==> src/rtl/i2s_frame_capture_if.sv <==
// Sample input and RAM write bus of the I2S capture stage.
// slave: capture block view; master: source/RAM-side view.
interface i2s_frame_capture_if #(
  parameter int DATA_BITS = 16,
  parameter int ADDR_BITS = 10
);
  logic [DATA_BITS-1:0] sample_l_i;
  logic [DATA_BITS-1:0] sample_r_i;
  logic                 data_ready_i;
  logic                 wr_en_o;
  logic [ADDR_BITS:0]   wr_addr_o;
  logic [DATA_BITS-1:0] wr_data_o;

  modport slave (
    input  sample_l_i, sample_r_i, data_ready_i,
    output wr_en_o, wr_addr_o, wr_data_o
  );

  modport master (
    output sample_l_i, sample_r_i, data_ready_i,
    input  wr_en_o, wr_addr_o, wr_data_o
  );
endinterface

==> src/rtl/i2s_frame_capture.sv <==
// I2S L/R capture into a two-bank RAM with mode, decimation, release handshake.
// Ports: bclk/rst_n, bus (samples in, RAM write out), mode/decim/release/clear in, frame status out.
module i2s_frame_capture #(
  parameter int DATA_BITS  = 16,
  parameter int ADDR_BITS  = 10,
  parameter int DECIM_BITS = 4
) (
  input  logic                  bclk,
  input  logic                  rst_n,
  i2s_frame_capture_if.slave    bus,
  input  logic [1:0]            mode_i,
  input  logic [DECIM_BITS-1:0] decim_i,
  input  logic                  release_toggle_i,
  input  logic                  clear_overrun_i,
  output logic                  frame_toggle_o,
  output logic                  frame_bank_o,
  output logic                  active_bank_o,
  output logic                  overrun_o
);

  typedef enum logic [1:0] {FILL, WR_R, STALL} state_t;

  localparam logic [ADDR_BITS-1:0] PMAX = '1;

  state_t r_state, w_state_nx;

  logic [1:0]            r_mode_s1, r_mode_s2, r_mode_act;
  logic [DECIM_BITS-1:0] r_decim_s1, r_decim_s2, r_decim_act;
  logic                  r_rel_s1, r_rel_s2, r_rel_d;
  logic [DECIM_BITS-1:0] r_dcnt;
  logic [ADDR_BITS-1:0]  r_ptr;
  logic                  r_bank, r_relp, r_done;
  logic [1:0]            r_full;
  logic [DATA_BITS-1:0]  r_hold;
  logic                  r_wr_en;
  logic [ADDR_BITS:0]    r_wr_addr;
  logic [DATA_BITS-1:0]  r_wr_data;
  logic                  r_toggle, r_fbank, r_ovr;

  logic                  w_ld, w_rel_ok;
  logic [1:0]            w_mode;
  logic [DECIM_BITS-1:0] w_decim;
  logic [1:0]            w_full_rel;
  logic [DATA_BITS-1:0]  w_l, w_r, w_avg, w_wdata;
  logic                  w_acc, w_dec, w_wr, w_last, w_ovr_set;

  assign w_l = bus.sample_l_i;
  assign w_r = bus.sample_r_i;

  // floor((L+R)/2) from halves: no adder wider than the sample needed
  assign w_avg = {w_l[DATA_BITS-1], w_l[DATA_BITS-1:1]}
               + {w_r[DATA_BITS-1], w_r[DATA_BITS-1:1]}
               + DATA_BITS'(w_l[0] & w_r[0]);

  // mode/decim follow the synced inputs only at a bank start
  assign w_ld    = (r_state == FILL) && (r_ptr == '0);
  assign w_mode  = w_ld ? r_mode_s2  : r_mode_act;
  assign w_decim = w_ld ? r_decim_s2 : r_decim_act;

  assign w_rel_ok = (r_rel_s2 ^ r_rel_d) && r_full[r_relp];

  // release is applied before any same-cycle completion
  always_comb begin
    w_full_rel = r_full;
    if (w_rel_ok) w_full_rel[r_relp] = 1'b0;
  end

  always_comb begin
    w_state_nx = r_state;
    w_acc      = 1'b0;
    w_dec      = 1'b0;
    w_wr       = 1'b0;
    w_wdata    = '0;
    w_last     = 1'b0;
    w_ovr_set  = 1'b0;
    unique case (r_state)
      FILL: begin
        if (r_done) begin
          w_state_nx = w_full_rel[~r_bank] ? STALL : FILL;
        end else if (bus.data_ready_i) begin
          if (r_dcnt == '0) begin
            w_acc = 1'b1;
            w_wr  = 1'b1;
            unique case (w_mode)
              2'd0:    w_wdata = w_l;
              2'd1:    w_wdata = w_r;
              2'd2:    w_wdata = w_avg;
              default: w_wdata = w_l;
            endcase
            if (w_mode == 2'd3) w_state_nx = WR_R;
            else w_last = (r_ptr == PMAX);
          end else begin
            w_dec = 1'b1;
          end
        end
      end
      WR_R: begin
        w_wr       = 1'b1;
        w_wdata    = r_hold;
        w_last     = (r_ptr == PMAX);
        w_state_nx = FILL;
      end
      STALL: begin
        w_ovr_set = bus.data_ready_i;
        if (w_rel_ok && !w_full_rel[r_bank]) w_state_nx = FILL;
      end
      default: w_state_nx = FILL;
    endcase
  end

  always_ff @(posedge bclk) begin
    if (!rst_n) r_state <= FILL;
    else        r_state <= w_state_nx;
  end

  always_ff @(posedge bclk) begin
    if (!rst_n) begin
      r_mode_s1   <= '0;
      r_mode_s2   <= '0;
      r_mode_act  <= '0;
      r_decim_s1  <= '0;
      r_decim_s2  <= '0;
      r_decim_act <= '0;
      r_rel_s1    <= 1'b0;
      r_rel_s2    <= 1'b0;
      r_rel_d     <= 1'b0;
      r_dcnt      <= '0;
      r_ptr       <= '0;
      r_bank      <= 1'b0;
      r_relp      <= 1'b0;
      r_done      <= 1'b0;
      r_full      <= '0;
      r_hold      <= '0;
      r_wr_en     <= 1'b0;
      r_wr_addr   <= '0;
      r_wr_data   <= '0;
      r_toggle    <= 1'b0;
      r_fbank     <= 1'b0;
      r_ovr       <= 1'b0;
    end else begin
      r_mode_s1  <= mode_i;
      r_mode_s2  <= r_mode_s1;
      r_decim_s1 <= decim_i;
      r_decim_s2 <= r_decim_s1;
      r_rel_s1   <= release_toggle_i;
      r_rel_s2   <= r_rel_s1;
      r_rel_d    <= r_rel_s2;

      if (w_ld) begin
        r_mode_act  <= r_mode_s2;
        r_decim_act <= r_decim_s2;
      end

      if (w_acc) begin
        r_dcnt <= w_decim;
        r_hold <= w_r;
      end else if (w_dec) begin
        r_dcnt <= r_dcnt - DECIM_BITS'(1);
      end

      r_wr_en <= w_wr;
      if (w_wr) begin
        r_wr_addr <= {r_bank, r_ptr};
        r_wr_data <= w_wdata;
        r_ptr     <= r_ptr + ADDR_BITS'(1);
      end
      r_done <= w_last;

      r_full <= w_full_rel;
      if (w_rel_ok) r_relp <= ~r_relp;

      if (r_done) begin
        r_toggle       <= ~r_toggle;
        r_fbank        <= r_bank;
        r_full[r_bank] <= 1'b1;
        r_bank         <= ~r_bank;
        r_ptr          <= '0;
        r_dcnt         <= '0;
      end

      if (w_ovr_set)            r_ovr <= 1'b1;
      else if (clear_overrun_i) r_ovr <= 1'b0;
    end
  end

  assign bus.wr_en_o   = r_wr_en;
  assign bus.wr_addr_o = r_wr_addr;
  assign bus.wr_data_o = r_wr_data;
  assign frame_toggle_o = r_toggle;
  assign frame_bank_o   = r_fbank;
  assign active_bank_o  = r_bank;
  assign overrun_o      = r_ovr;

endmodule

==> src/flat_wrapper.sv <==
// flat-port wrapper written by rule: the top's interface ports become plain ports
module i2s_frame_capture_flat 
#(
  parameter int DATA_BITS  = 16,
  parameter int ADDR_BITS  = 10,
  parameter int DECIM_BITS = 4
)
  (bclk, rst_n, mode_i, decim_i, release_toggle_i, clear_overrun_i, frame_toggle_o, frame_bank_o, active_bank_o, overrun_o, bus_sample_l_i, bus_sample_r_i, bus_data_ready_i, bus_wr_en_o, bus_wr_addr_o, bus_wr_data_o);
  i2s_frame_capture_if #(.DATA_BITS(DATA_BITS), .ADDR_BITS(ADDR_BITS)) bus_i ();
  input  logic bclk;
  input  logic rst_n;
  input  logic [1:0] mode_i;
  input  logic [DECIM_BITS-1:0] decim_i;
  input  logic release_toggle_i;
  input  logic clear_overrun_i;
  output logic frame_toggle_o;
  output logic frame_bank_o;
  output logic active_bank_o;
  output logic overrun_o;
  input wire logic [$bits(bus_i.sample_l_i)-1:0] bus_sample_l_i;
  input wire logic [$bits(bus_i.sample_r_i)-1:0] bus_sample_r_i;
  input wire logic [$bits(bus_i.data_ready_i)-1:0] bus_data_ready_i;
  output wire logic [$bits(bus_i.wr_en_o)-1:0] bus_wr_en_o;
  output wire logic [$bits(bus_i.wr_addr_o)-1:0] bus_wr_addr_o;
  output wire logic [$bits(bus_i.wr_data_o)-1:0] bus_wr_data_o;
  assign bus_i.sample_l_i = bus_sample_l_i;
  assign bus_i.sample_r_i = bus_sample_r_i;
  assign bus_i.data_ready_i = bus_data_ready_i;
  assign bus_wr_en_o = bus_i.wr_en_o;
  assign bus_wr_addr_o = bus_i.wr_addr_o;
  assign bus_wr_data_o = bus_i.wr_data_o;
  i2s_frame_capture #(.DATA_BITS(DATA_BITS), .ADDR_BITS(ADDR_BITS), .DECIM_BITS(DECIM_BITS)) u_core (.bclk(bclk), .rst_n(rst_n), .bus(bus_i), .mode_i(mode_i), .decim_i(decim_i), .release_toggle_i(release_toggle_i), .clear_overrun_i(clear_overrun_i), .frame_toggle_o(frame_toggle_o), .frame_bank_o(frame_bank_o), .active_bank_o(active_bank_o), .overrun_o(overrun_o));
endmodule
==> config.mk <==
export PLATFORM = sky130hd
export DESIGN_NAME = i2s_frame_capture_flat
export DESIGN_NICKNAME = d
export VERILOG_FILES = /design/src/rtl/i2s_frame_capture_if.sv /design/src/rtl/i2s_frame_capture.sv /design/src/flat_wrapper.sv
export SDC_FILE = /design/constraint.sdc
export NUM_CORES = 1
export LEC_CHECK = 0
export CAP_MARGIN = 20
export CORE_MARGIN = 2
export CORE_UTILIZATION = 38
export DETAILED_ROUTE_END_ITERATION = 12
export GPL_ROUTABILITY_DRIVEN = 0
export PLACE_DENSITY = 0.63
export SLEW_MARGIN = 10
export SYNTH_ARGS = -nofsm -noshare
export SYNTH_HDL_FRONTEND = slang
export SYNTH_SLANG_ARGS = --single-unit
==> constraint.sdc <==
create_clock -name bclk -period 8.8 [get_ports bclk]
set_clock_uncertainty 0.1 [all_clocks]
set_input_delay 0.88 -clock bclk [delete_from_list [all_inputs] [get_ports bclk]]
set_output_delay 0.88 -clock bclk [all_outputs]
set_load 0.01 [all_outputs]
==> flow_summary_export.csv <==
group,metric,value,unit
status,outcome,"complete, no violations",
grt,grt_overflow,0,
placed_design,dp_cells,749,
final_layout,n_fill_cell,1196,
hold_path,hp-class,"reg -> reg",
placed_design,dp_hpwl,8410,um
logic_synthesis,ys_seq_elements,89,
grt,grt_max_degree,78,
grt,grt_pass1_vias,4014,
logic_synthesis,yosysWarnings,0,
clock_network,clk_latency,0.34,ns
detailed_routing,vias,4216,
clock_network,cts.path.max_buffers,2,
timing,tightest_slew,1.07,ns
critical_path,path_class,"reg -> reg",
critical_path,cp_max_fo,28,
clock_network,cts-buffers-inserted,9,
floorplan,num_rows,40,
timing,fmax,0.268,GHz
final_layout,syn2layout_area_growth,22.7,%
floorplan,core,0.0120,mm^2
logic_synthesis,syn-num-nets,624,
clock_network,clkTransAtPathRegs,0.07,ns
critical_path,cp.required,8.97,ns
detailed_routing,ant_nets,0,
clock_network,cts.sinks,89,
power,p_leak,2.16,nW
clock_network,cts_tree,"done",
logic_synthesis,synth.avg_cell_area,8.35,um^2
timing,setup_viol,0,
timing,finalCritPeriodShare,42.4,%
clock_network,cts_root_buf,"clkbuf_16",
critical_path,cp-end-kind,"register",
grt,antenna_found_initial,0,
final_layout,drive_gt1_share,4.85,%
critical_path,crit_arrival,3.90,ns
floorplan,ios,75,
final_layout,diodes,0,
detailed_routing,viasPerCell,5.51,
final_layout,finalNetCount,679,
clock_network,cts_setup_buffers,0,
logic_synthesis,yosysMostFrequentCell,"nand2_1",
logic_synthesis,synth.cells.most_frequent,"100 x nand2_1, 89 x dfxtp_1, 37 x a21boi_0",
floorplan,die_x,115,um
grt,grt_util_all_layers,19.0,%
placed_design,io_buffer_count,74,
logic_synthesis,synth_top_cell_by_area,"dfxtp_1",
detailed_routing,wl,12100,um
detailed_routing,wl_per_cell,15.8,um
clock_network,cts_max_level,3,
logic_synthesis,synthDistinctLibCells,54,
final_layout,multiInputGateArea,0.00263,mm^2
logic_synthesis,synth_edf_count,0,
logic_synthesis,synth_top_cell_area_share,38.2,%
power,peakVddDrop,96.5,uV
clock_network,hold_buffers,0,
grt,grt_pass1_wl,19800,um
final_layout,final_cells,765,
clock_network,post_cts_resize_count,0,
timing,period_needed,3.73,ns
timing,rsz0062_at_grt,"no",
timing,slew_violations,0,
detailed_routing,firstDrtPassIters,5,
logic_synthesis,yosysSeqAreaShare,38.2,%
timing,fin_setup_tns,0,ns
logic_synthesis,synth_cells,558,
final_layout,regArea,0.00178,mm^2
detailed_routing,drcViolationCount,0,
logic_synthesis,yosys_most_used_dff,"dfxtp_1",
detailed_routing,drtIter0Drc,315,
power,cellPowerDensity,231,mW/mm^2
run,maxCapViolations,0,
critical_path,start_kind,"register",
timing,relSlewSlack,28.4,%
floorplan,die_h,115,um
logic_synthesis,synth_area,0.00466,mm^2
floorplan,fp.dieArea,0.0132,mm^2
timing,hold_viol,0,
logic_synthesis,synth_area_leaders,"dfxtp_1 38%, nand2_1 8.1%, a21boi_0 6.0%, ha_1 5.6%, o21ai_0 3.7%",
logic_synthesis,synthArstFlopShare,0,%
floorplan,start_util,38.8,%
## report_power, final
group | leakage [nW] | switching [W] | total, W | internal (W)
combinational | 1.30 | 0.000272 | 0.000463 | 0.000191
sequential | 0.726 | 0.0000383 | 0.000499 | 0.000461
clock | 0.134 | 0.000167 | 0.000359 | 0.000192
## worst paths after layout
check | from | to | slack (ns) | depth (start not counted)
hold / removal | u_core.r_decim_s1[0]$_SDFF_PN0_ | u_core.r_decim_s2[0]$_SDFF_PN0_ | 0.33 | 1
setup / recovery | u_core.r_state[0]$_SDFFE_PN0P_ | u_core.bus.wr_data_o[11]$_SDFFE_PN0P_ | 5.07 | 11
hold reg to reg | u_core.r_decim_s1[0]$_SDFF_PN0_ | u_core.r_decim_s2[0]$_SDFF_PN0_ | 0.33 | 1
setup reg to reg | u_core.r_state[0]$_SDFFE_PN0P_ | u_core.bus.wr_data_o[11]$_SDFFE_PN0P_ | 5.07 | 11
## sequential cells by signal, indices dropped and copies added, names as in the netlist, 4 cells and up
register              flops
u_core.r_decim_act        4
u_core.bus.wr_data_o     16
u_core.r_ptr             10
u_core.r_decim_s2         4
u_core.r_decim_s1         4
u_core.bus.wr_addr_o     11
u_core.r_hold            16
u_core.r_dcnt             4
## kinds of logic after synthesis
group / count (synthesis) / share of synthesized area [%]
AOI/OAI and AO/OA: 150 / 22.1
DFF: 89 / 38.2
adders and majority gates: 23 / 6.50
xor gates and xnor gates: 17 / 3.20
muxes: 10 / 2.20
buffers and inverters: 56 / 5.24
and+or+nand+nor: 213 / 22.5
## per-layer routing
layer	up-vias	GRT usage [%]	share of wire, %
met4	0	8.76	2.8
met3	29	4.01	5.5
met5	-	0	0
met2	141	32.2	47
li1	2062	-	-
met1	1984	23.3	44
## cell usage in the layout, fill, tap and decap left out, types with 2 or more instances in the layout
| cell type | count |
|---|---|
| a211oi_1 | 2 |
| a21boi_0 | 37 |
| a21o_1 | 3 |
| a21oi_1 | 27 |
| a221oi_1 | 9 |
| a221oi_2 | 2 |
| a222oi_1 | 4 |
| a22o_1 | 2 |
| a22oi_1 | 5 |
| a31oi_1 | 4 |
| and2_1 | 21 |
| and3_1 | 6 |
| and4_1 | 2 |
| buf_4 | 3 |
| clkbuf_16 | 9 |
| clkdlybuf4s50_1 | 73 |
| clkinv_2 | 3 |
| dfxtp_1 | 89 |
| fa_1 | 2 |
| ha_1 | 21 |
| inv_1 | 23 |
| mux2_2 | 2 |
| mux2i_1 | 8 |
| nand2_1 | 100 |
| nand2b_1 | 6 |
| nand3_1 | 6 |
| nand4_1 | 4 |
| nor2_1 | 30 |
| nor2b_1 | 10 |
| nor3_1 | 8 |
| nor4_1 | 6 |
| nor4b_1 | 3 |
| o211ai_1 | 9 |
| o21ai_0 | 34 |
| o221ai_1 | 2 |
| o41ai_1 | 2 |
| or3_1 | 4 |
| xnor2_1 | 8 |
| xor2_1 | 9 |
## metrics by stage
stage	power, W	setup slack (ns)	hold slack [ns]	cell area [um^2]	util [%]
3_5_place_dp	0.000969	4.99	0.320	5440	45.3
6_report	0.00132	5.07	0.334	5720	47.6
2_1_floorplan	0.000818	5.81	0.312	4660	-
5_1_grt	0.00140	4.79	0.346	5720	47.6
3_3_place_gp	0.000958	5.15	0.313	5440	45.3
4_1_cts	0.00133	5.17	0.335	5720	47.6
## worst max-delay path: stages (launching register included)
cell and delay [ns]:
dfxtp_1 0.53, nor4b_1 0.49, nand3_1 0.43, mux2i_1 0.38, inv_1 0.11, ha_1 0.28, buf_4 0.23, inv_1 0.40
nor2_1 0.15, nor4b_1 0.32, mux2i_1 0.12, o21ai_0 0.08
## final cells by class
| cell class | instances | area share (%) |
|---|---|---|
| Clock buffer | 10 | 4.01 |
| Clock inverter | 6 | 0.744 |
| Inverter | 23 | 1.51 |
| Multi-Input combinational cell | 413 | 46.1 |
| Sequential cell | 89 | 31.2 |
| Tap cell | 147 | 3.22 |
| Timing Repair Buffer | 77 | 13.3 |
(Power assumes the default switching activity.)
